<file path="src/rtl/dst_reg_pipe_e_if.sv">
// E-stage destination-select bus for dst_reg_pipe_e: E-stage instruction fields in, E/M register contents out.
// The master drives the E-stage fields; the slave is the pipeline register.
interface dst_reg_pipe_e_if #(
    parameter int AW = 5,
    parameter int DW = 32,
    parameter int TW = 2,
    parameter int CW = 16
);
    logic          valid_E;
    logic [AW-1:0] rt_E;
    logic [AW-1:0] rd_E;
    logic [1:0]    dst_sel_E;
    logic          cmov_E;
    logic          cmov_neg_E;
    logic [DW-1:0] rt_val_E;
    logic [TW-1:0] tnew_E;

    logic          valid_M;
    logic [AW-1:0] dst_M;
    logic          wr_en_M;
    logic [TW-1:0] tnew_M;
    logic [CW-1:0] cmov_kill_cnt;

    modport master (
        output valid_E, rt_E, rd_E, dst_sel_E, cmov_E, cmov_neg_E, rt_val_E, tnew_E,
        input  valid_M, dst_M, wr_en_M, tnew_M, cmov_kill_cnt
    );

    modport slave (
        input  valid_E, rt_E, rd_E, dst_sel_E, cmov_E, cmov_neg_E, rt_val_E, tnew_E,
        output valid_M, dst_M, wr_en_M, tnew_M, cmov_kill_cnt
    );
endinterface

</file>
<file path="src/rtl/dst_reg_pipe_e.sv">
// E-stage destination mux with conditional-move kill, registered into the E/M boundary.
// Optional macro DST_PIPE_MOVN_EN: cmov_neg_E selects movn (write when rt != 0) instead of movz.
module dst_reg_pipe_e #(
    parameter int AW = 5,
    parameter int DW = 32,
    parameter int TW = 2,
    parameter int CW = 16
) (
    input  logic              clk,
    input  logic              reset,
    input  logic              stall,
    input  logic              flush,
    dst_reg_pipe_e_if.slave   bus
);

    localparam logic [1:0] SEL_RT   = 2'b00;
    localparam logic [1:0] SEL_RD   = 2'b01;
    localparam logic [1:0] SEL_RA   = 2'b10;
    localparam logic [1:0] SEL_NONE = 2'b11;

    // Tnew counts down one per cycle and never goes below zero.
    function automatic logic [TW-1:0] tnew_dec(input logic [TW-1:0] t);
        logic [TW-1:0] r;
        if (t == {TW{1'b0}}) begin
            r = {TW{1'b0}};
        end else begin
            r = t - {{(TW-1){1'b0}}, 1'b1};
        end
        return r;
    endfunction

    logic [AW-1:0] sel_dst_s;
    logic          cond_s;
    logic          kill_s;
    logic [AW-1:0] next_dst_s;

    logic          valid_d, valid_q;
    logic [AW-1:0] dst_d,   dst_q;
    logic          wr_en_d, wr_en_q;
    logic [TW-1:0] tnew_d,  tnew_q;
    logic [CW-1:0] cnt_d,   cnt_q;

    // Raw destination according to the selector.
    always_comb begin
        sel_dst_s = {AW{1'b0}};
        case (bus.dst_sel_E)
            SEL_RT:   sel_dst_s = bus.rt_E;
            SEL_RD:   sel_dst_s = bus.rd_E;
            SEL_RA:   sel_dst_s = {AW{1'b1}};
            SEL_NONE: sel_dst_s = {AW{1'b0}};
            default:  sel_dst_s = {AW{1'b0}};
        endcase
    end

`ifdef DST_PIPE_MOVN_EN
    // movn inverts the zero test; movz is the plain test.
    always_comb begin
        cond_s = 1'b0;
        if (bus.cmov_neg_E) begin
            cond_s = (bus.rt_val_E != {DW{1'b0}});
        end else begin
            cond_s = (bus.rt_val_E == {DW{1'b0}});
        end
    end
`else
    logic unused_cmov_neg_s;
    assign unused_cmov_neg_s = bus.cmov_neg_E;

    // Every conditional move is movz in this build.
    always_comb begin
        cond_s = (bus.rt_val_E == {DW{1'b0}});
    end
`endif

    // A kill needs a real destination to suppress; "none" is never counted.
    always_comb begin
        kill_s     = 1'b0;
        next_dst_s = {AW{1'b0}};
        if (!bus.valid_E) begin
            kill_s     = 1'b0;
            next_dst_s = {AW{1'b0}};
        end else if (bus.cmov_E && !cond_s) begin
            kill_s     = (bus.dst_sel_E != SEL_NONE);
            next_dst_s = {AW{1'b0}};
        end else begin
            kill_s     = 1'b0;
            next_dst_s = sel_dst_s;
        end
    end

    // Next E/M state: flush beats stall beats load.
    always_comb begin
        valid_d = valid_q;
        dst_d   = dst_q;
        wr_en_d = wr_en_q;
        tnew_d  = tnew_q;
        cnt_d   = cnt_q;
        if (flush) begin
            valid_d = 1'b0;
            dst_d   = {AW{1'b0}};
            wr_en_d = 1'b0;
            tnew_d  = {TW{1'b0}};
        end else if (stall) begin
            tnew_d  = tnew_dec(tnew_q);
        end else begin
            valid_d = bus.valid_E;
            dst_d   = next_dst_s;
            wr_en_d = bus.valid_E && (next_dst_s != {AW{1'b0}});
            tnew_d  = tnew_dec(bus.tnew_E);
            if (kill_s) begin
                cnt_d = cnt_q + {{(CW-1){1'b0}}, 1'b1};
            end else begin
                cnt_d = cnt_q;
            end
        end
    end

    // E/M register with synchronous reset.
    always_ff @(posedge clk) begin
        if (reset) begin
            valid_q <= 1'b0;
            dst_q   <= {AW{1'b0}};
            wr_en_q <= 1'b0;
            tnew_q  <= {TW{1'b0}};
            cnt_q   <= {CW{1'b0}};
        end else begin
            valid_q <= valid_d;
            dst_q   <= dst_d;
            wr_en_q <= wr_en_d;
            tnew_q  <= tnew_d;
            cnt_q   <= cnt_d;
        end
    end

    assign bus.valid_M       = valid_q;
    assign bus.dst_M         = dst_q;
    assign bus.wr_en_M       = wr_en_q;
    assign bus.tnew_M        = tnew_q;
    assign bus.cmov_kill_cnt = cnt_q;

endmodule

</file>
<file path="src/flat_wrapper.sv">
// flat-port wrapper written by rule: the top's interface ports become plain ports
module dst_reg_pipe_e_flat 
#(
    parameter int AW = 5,
    parameter int DW = 32,
    parameter int TW = 2,
    parameter int CW = 16
)
  (clk, reset, stall, flush, bus_valid_E, bus_rt_E, bus_rd_E, bus_dst_sel_E, bus_cmov_E, bus_cmov_neg_E, bus_rt_val_E, bus_tnew_E, bus_valid_M, bus_dst_M, bus_wr_en_M, bus_tnew_M, bus_cmov_kill_cnt);
  dst_reg_pipe_e_if #(.AW(AW), .DW(DW), .TW(TW), .CW(CW)) bus_i ();
  input  logic clk;
  input  logic reset;
  input  logic stall;
  input  logic flush;
  input wire logic [$bits(bus_i.valid_E)-1:0] bus_valid_E;
  input wire logic [$bits(bus_i.rt_E)-1:0] bus_rt_E;
  input wire logic [$bits(bus_i.rd_E)-1:0] bus_rd_E;
  input wire logic [$bits(bus_i.dst_sel_E)-1:0] bus_dst_sel_E;
  input wire logic [$bits(bus_i.cmov_E)-1:0] bus_cmov_E;
  input wire logic [$bits(bus_i.cmov_neg_E)-1:0] bus_cmov_neg_E;
  input wire logic [$bits(bus_i.rt_val_E)-1:0] bus_rt_val_E;
  input wire logic [$bits(bus_i.tnew_E)-1:0] bus_tnew_E;
  output wire logic [$bits(bus_i.valid_M)-1:0] bus_valid_M;
  output wire logic [$bits(bus_i.dst_M)-1:0] bus_dst_M;
  output wire logic [$bits(bus_i.wr_en_M)-1:0] bus_wr_en_M;
  output wire logic [$bits(bus_i.tnew_M)-1:0] bus_tnew_M;
  output wire logic [$bits(bus_i.cmov_kill_cnt)-1:0] bus_cmov_kill_cnt;
  assign bus_i.valid_E = bus_valid_E;
  assign bus_i.rt_E = bus_rt_E;
  assign bus_i.rd_E = bus_rd_E;
  assign bus_i.dst_sel_E = bus_dst_sel_E;
  assign bus_i.cmov_E = bus_cmov_E;
  assign bus_i.cmov_neg_E = bus_cmov_neg_E;
  assign bus_i.rt_val_E = bus_rt_val_E;
  assign bus_i.tnew_E = bus_tnew_E;
  assign bus_valid_M = bus_i.valid_M;
  assign bus_dst_M = bus_i.dst_M;
  assign bus_wr_en_M = bus_i.wr_en_M;
  assign bus_tnew_M = bus_i.tnew_M;
  assign bus_cmov_kill_cnt = bus_i.cmov_kill_cnt;
  dst_reg_pipe_e #(.AW(AW), .DW(DW), .TW(TW), .CW(CW)) u_core (.clk(clk), .reset(reset), .stall(stall), .flush(flush), .bus(bus_i));
endmodule
</file>
<file path="config.mk">
export PLATFORM = sky130hd
export DESIGN_NAME = dst_reg_pipe_e_flat
export DESIGN_NICKNAME = d
export VERILOG_FILES = /design/src/rtl/dst_reg_pipe_e_if.sv /design/src/rtl/dst_reg_pipe_e.sv /design/src/flat_wrapper.sv
export SDC_FILE = /design/constraint.sdc
export NUM_CORES = 1
export LEC_CHECK = 0
export ABC_AREA = 1
export BUFFER_PORTS_ARGS = -buffer_cell sky130_fd_sc_hd__clkbuf_2
export CAP_MARGIN = 30
export CORE_MARGIN = 5
export CORE_UTILIZATION = 43
export CTS_BUF_LIST = sky130_fd_sc_hd__clkbuf_4 sky130_fd_sc_hd__clkbuf_8
export CTS_CLUSTER_SIZE = 40
export DETAILED_ROUTE_END_ITERATION = 7
export PLACE_DENSITY_LB_ADDON = 0.2
export SKIP_LAST_GASP = 1
export SYNTH_ARGS = -nofsm -noshare
export SYNTH_HDL_FRONTEND = slang
export SYNTH_SLANG_ARGS = --single-unit
</file>
<file path="constraint.sdc">
create_clock -name clk -period 1.38 [get_ports clk]
set_clock_uncertainty 0.05 [all_clocks]
set_input_delay 0.207 -clock clk [delete_from_list [all_inputs] [get_ports clk]]
set_output_delay 0.207 -clock clk [all_outputs]
set_load 0.05 [all_outputs]
</file>
==> flow_metrics.tcl <==
set metrics [dict create \
    cts.sinks 25 \
    syn-cell-area_sq_um 1590 \
    synth-seq-area-share_pct 31.5 \
    clock_power_share_pct 32.0 \
    cts_buffers 3 \
    dieArea_sq_um 5010 \
    totalPowerFinal_w 0.00144 \
    htree_levels 1 \
    p_sw_share_pct 28.1 \
    grt_overflow_total 0 \
    port_buffers 76 \
    ant_nets 0 \
    vias 1786 \
    via_per_inst 4.81 \
    crit_slowest_cell "dfxtp_4" \
    path_clk_slew_ps 90 \
    clockBufferDepth 2 \
    die_w_um 70.8 \
    worst_pin_slew_ps 321 \
    rsz0062_at_grt "yes" \
    final_nets 378 \
    power_frac_seq_pct 49.8 \
    die_y_um 70.8 \
    crit_chain "ha_4 > inv_4 > nor3_4 > nand3_1 > xnor2_1 > nand3_1 > a21oi_2" \
    drc 0 \
    drive_above_1_share_pct 50.2 \
    ys_seq_elements 25 \
    cp_data_arrival_time_ps 1530 \
    clk-insertion-delay-late_ps 280 \
    path_max_fanout 4 \
    routedWlPerCell_um 11.4 \
    hold_viol_final 0 \
    fp-row-count 22 \
    antenna_cells 0 \
    cts_setup_buffers 0 \
    io_pins 78 \
    synth-async-reset-ratio_pct 0 \
    irDropWorstVdd_v 0.000497 \
    cpPeakStageDelay_ps 390 \
    required_ps 1540 \
    stdcell_count 371 \
    dp_cells 367 \
    grt_max_degree 17 \
    clockRootBuffer "clkbuf_8" \
    synth_nets 280 \
    crit_path_start_kind "register" \
    dr.pass1.iters 4 \
    synth-edff-count 0 \
    maxSlewViolCount 0 \
    nFillCells 350 \
    grt_pass1_vias 1797 \
    critPathCaptureType "register" \
    min_period_over_period_pct 98.8 \
    setup_viol 0 \
    drv_cap 0 \
    status "finished clean" \
    p_int_w 0.00103 \
    cts_tree "yes" \
    path_class "reg -> reg" \
    gp_congestion 0.957 \
    relSlewSlack_pct 78.5 \
    power_density_nw_per_um2 613 \
    initial_core_util_pct 44.0 \
    antenna_found_initial 0 \
    drtIter0Drc 104 \
    syn_area_per_cell_sq_um 7.03 \
    hpwl_um 3500 \
    synthDistinctLibCells 30 \
    grtUsageTotal_pct 17.5 \
    fmax_mhz 733 \
    routed_wirelength_um 4220 \
    p_leak_nw 1.06 \
    hold_buffers 0 \
    grt_pass1_wl_um 7360 \
    synthFlopType "dfxtp_1" \
    netlist_instances 226 \
    fin_crit_ps 1360 \
    cpMostUsedCell "nand3_1" \
    hp-class "in -> reg" \
    fin_hold_ws_ps 140 \
    post_cts_resized 0 \
    ys_warn_count 0 \
    power.switching_w 0.000404 \
    coreArea_sq_um 3610 \
    area_growth_pct 47.8 \
    p_comb_share_pct 18.2 \
]
==> cell type report <==
| class | instances | area [sq um] | area share [%] |
|---|---|---|---|
| clock buffers | 3 | 41.3 | 1.76 |
| clock inverters | 1 | 6.26 | 0.267 |
| inverters | 19 | 78.8 | 3.36 |
| multi-input cells | 176 | 1030 | 44.1 |
| flip-flops and latches | 25 | 544 | 23.2 |
| well taps | 48 | 60.1 | 2.56 |
| repair buffers | 99 | 582 | 24.8 |
==> worst max-delay path: cells and delay by family (launching register included) <==
family / cells / cell delay, ps
and+or+nand+nor: 3 / 400
DFF: 1 / 390
adders and majority gates: 1 / 150
buffers and inverters: 1 / 40
xor gates and xnor gates: 1 / 150
AOI/OAI and AO/OA: 1 / 130
==> power groups by stage <==
stage          logic (W)  registers [W]  clock network, W
2_1_floorplan   0.000102       0.000764                 0
3_3_place_gp    0.000258       0.000733                 0
3_5_place_dp    0.000262       0.000734                 0
4_1_cts         0.000263       0.000717          0.000478
5_1_grt         0.000290       0.000718          0.000505
6_report        0.000261       0.000716          0.000460
==> final timing paths <==
path	from	to	slack, ps	cells after the start
setup / recovery	u_core.bus.cmov_kill_cnt[1]	u_core.bus.cmov_kill_cnt[14]	20	7
hold / removal	bus_tnew_E[0]	u_core.bus.tnew_M[1]	140	3
setup reg to reg	u_core.bus.cmov_kill_cnt[1]	u_core.bus.cmov_kill_cnt[14]	20	7
hold reg to reg	u_core.bus.wr_en_M	u_core.bus.wr_en_M	420	2
==> per-stage QoR <==
step | TNS [ps] | cell area, sq um | worst slack [ps] | util (%)
6_report | 0 | 2350 | 16.1 | 65.1
5_1_grt | -526 | 2350 | -95.2 | 65.1
4_1_cts | 0 | 2300 | 11.3 | 63.9
3_5_place_dp | -793 | 2260 | -82.1 | 62.6
3_3_place_gp | -207 | 2260 | -33.5 | 62.6
2_1_floorplan | -7.84 | 1660 | -7.84 | -
==> per-layer routing <==
layer / global-route usage [%] / wire [um] / up-vias
met5: 0 / 0 / -
met4: 5.64 / 49 / 0
met3: 3.41 / 241 / 5
met2: 32.7 / 2220 / 48
met1: 19.8 / 1710 / 792
li1: - / - / 941
==> placed cells by master, fill, tap and decap left out <==
cell      synthesis  layout
inv_2             0       2
nor3_2            2       4
inv_4             1       4
nor2_1           35      33
nand2_1          36      34
nor3_4            1       3
nand4_1           4       4
clkbuf_2          0      76
nor2_2            2       4
nor3_1            6       2
dfxtp_2           0       5
nand3_1          24      24
o31ai_1           1       1
dfxtp_4           0      10
o21ai_4           1       1
buf_4             1      20
or2_1             1       1
a21oi_2          10      11
inv_1            18      14
buf_12            1       2
xnor2_1           4       4
o21bai_1          1       1
o21ai_0           5       5
nand3b_1          3       3
nand2_2          12      13
o211ai_1          2       2
ha_4              0       1
a21oi_1          14      13
clkbuf_8          0       3
dfxtp_1          25      10
buf_6             0       1
xor2_1            8       8
o22a_1            2       2
nand2_4           1       2
==> registers in the layout, indices dropped and copies added, names as in the netlist <==
register	count
u_core.bus.cmov_kill_cnt	16
u_core.bus.dst_M	5
u_core.bus.tnew_M	2
u_core.bus.valid_M	1
u_core.bus.wr_en_M	1
==> Yosys cell counts, types with 3 or more instances <==
| cell | count | area (sq um) |
|---|---|---|
| a21oi_1 | 14 | 70.1 |
| a21oi_2 | 10 | 87.6 |
| clkbuf_1 | 3 | 11.3 |
| dfxtp_1 | 25 | 500 |
| inv_1 | 18 | 67.6 |
| nand2_1 | 36 | 135 |
| nand2_2 | 12 | 75.1 |
| nand3_1 | 24 | 120 |
| nand3b_1 | 3 | 22.5 |
| nand4_1 | 4 | 25.0 |
| nor2_1 | 35 | 131 |
| nor3_1 | 6 | 30.0 |
| o21ai_0 | 5 | 25.0 |
| xnor2_1 | 4 | 35.0 |
| xor2_1 | 8 | 70.1 |
==> logic make-up after synthesis <==
family | share of synthesized area [%]
compound gates | 15.5
xor+xnor | 6.62
fa+ha+maj | 0.788
buf+inv | 7.41
flops | 31.5
simple gates | 38.1
No activity file was read; power rests on OpenSTA's default activity.
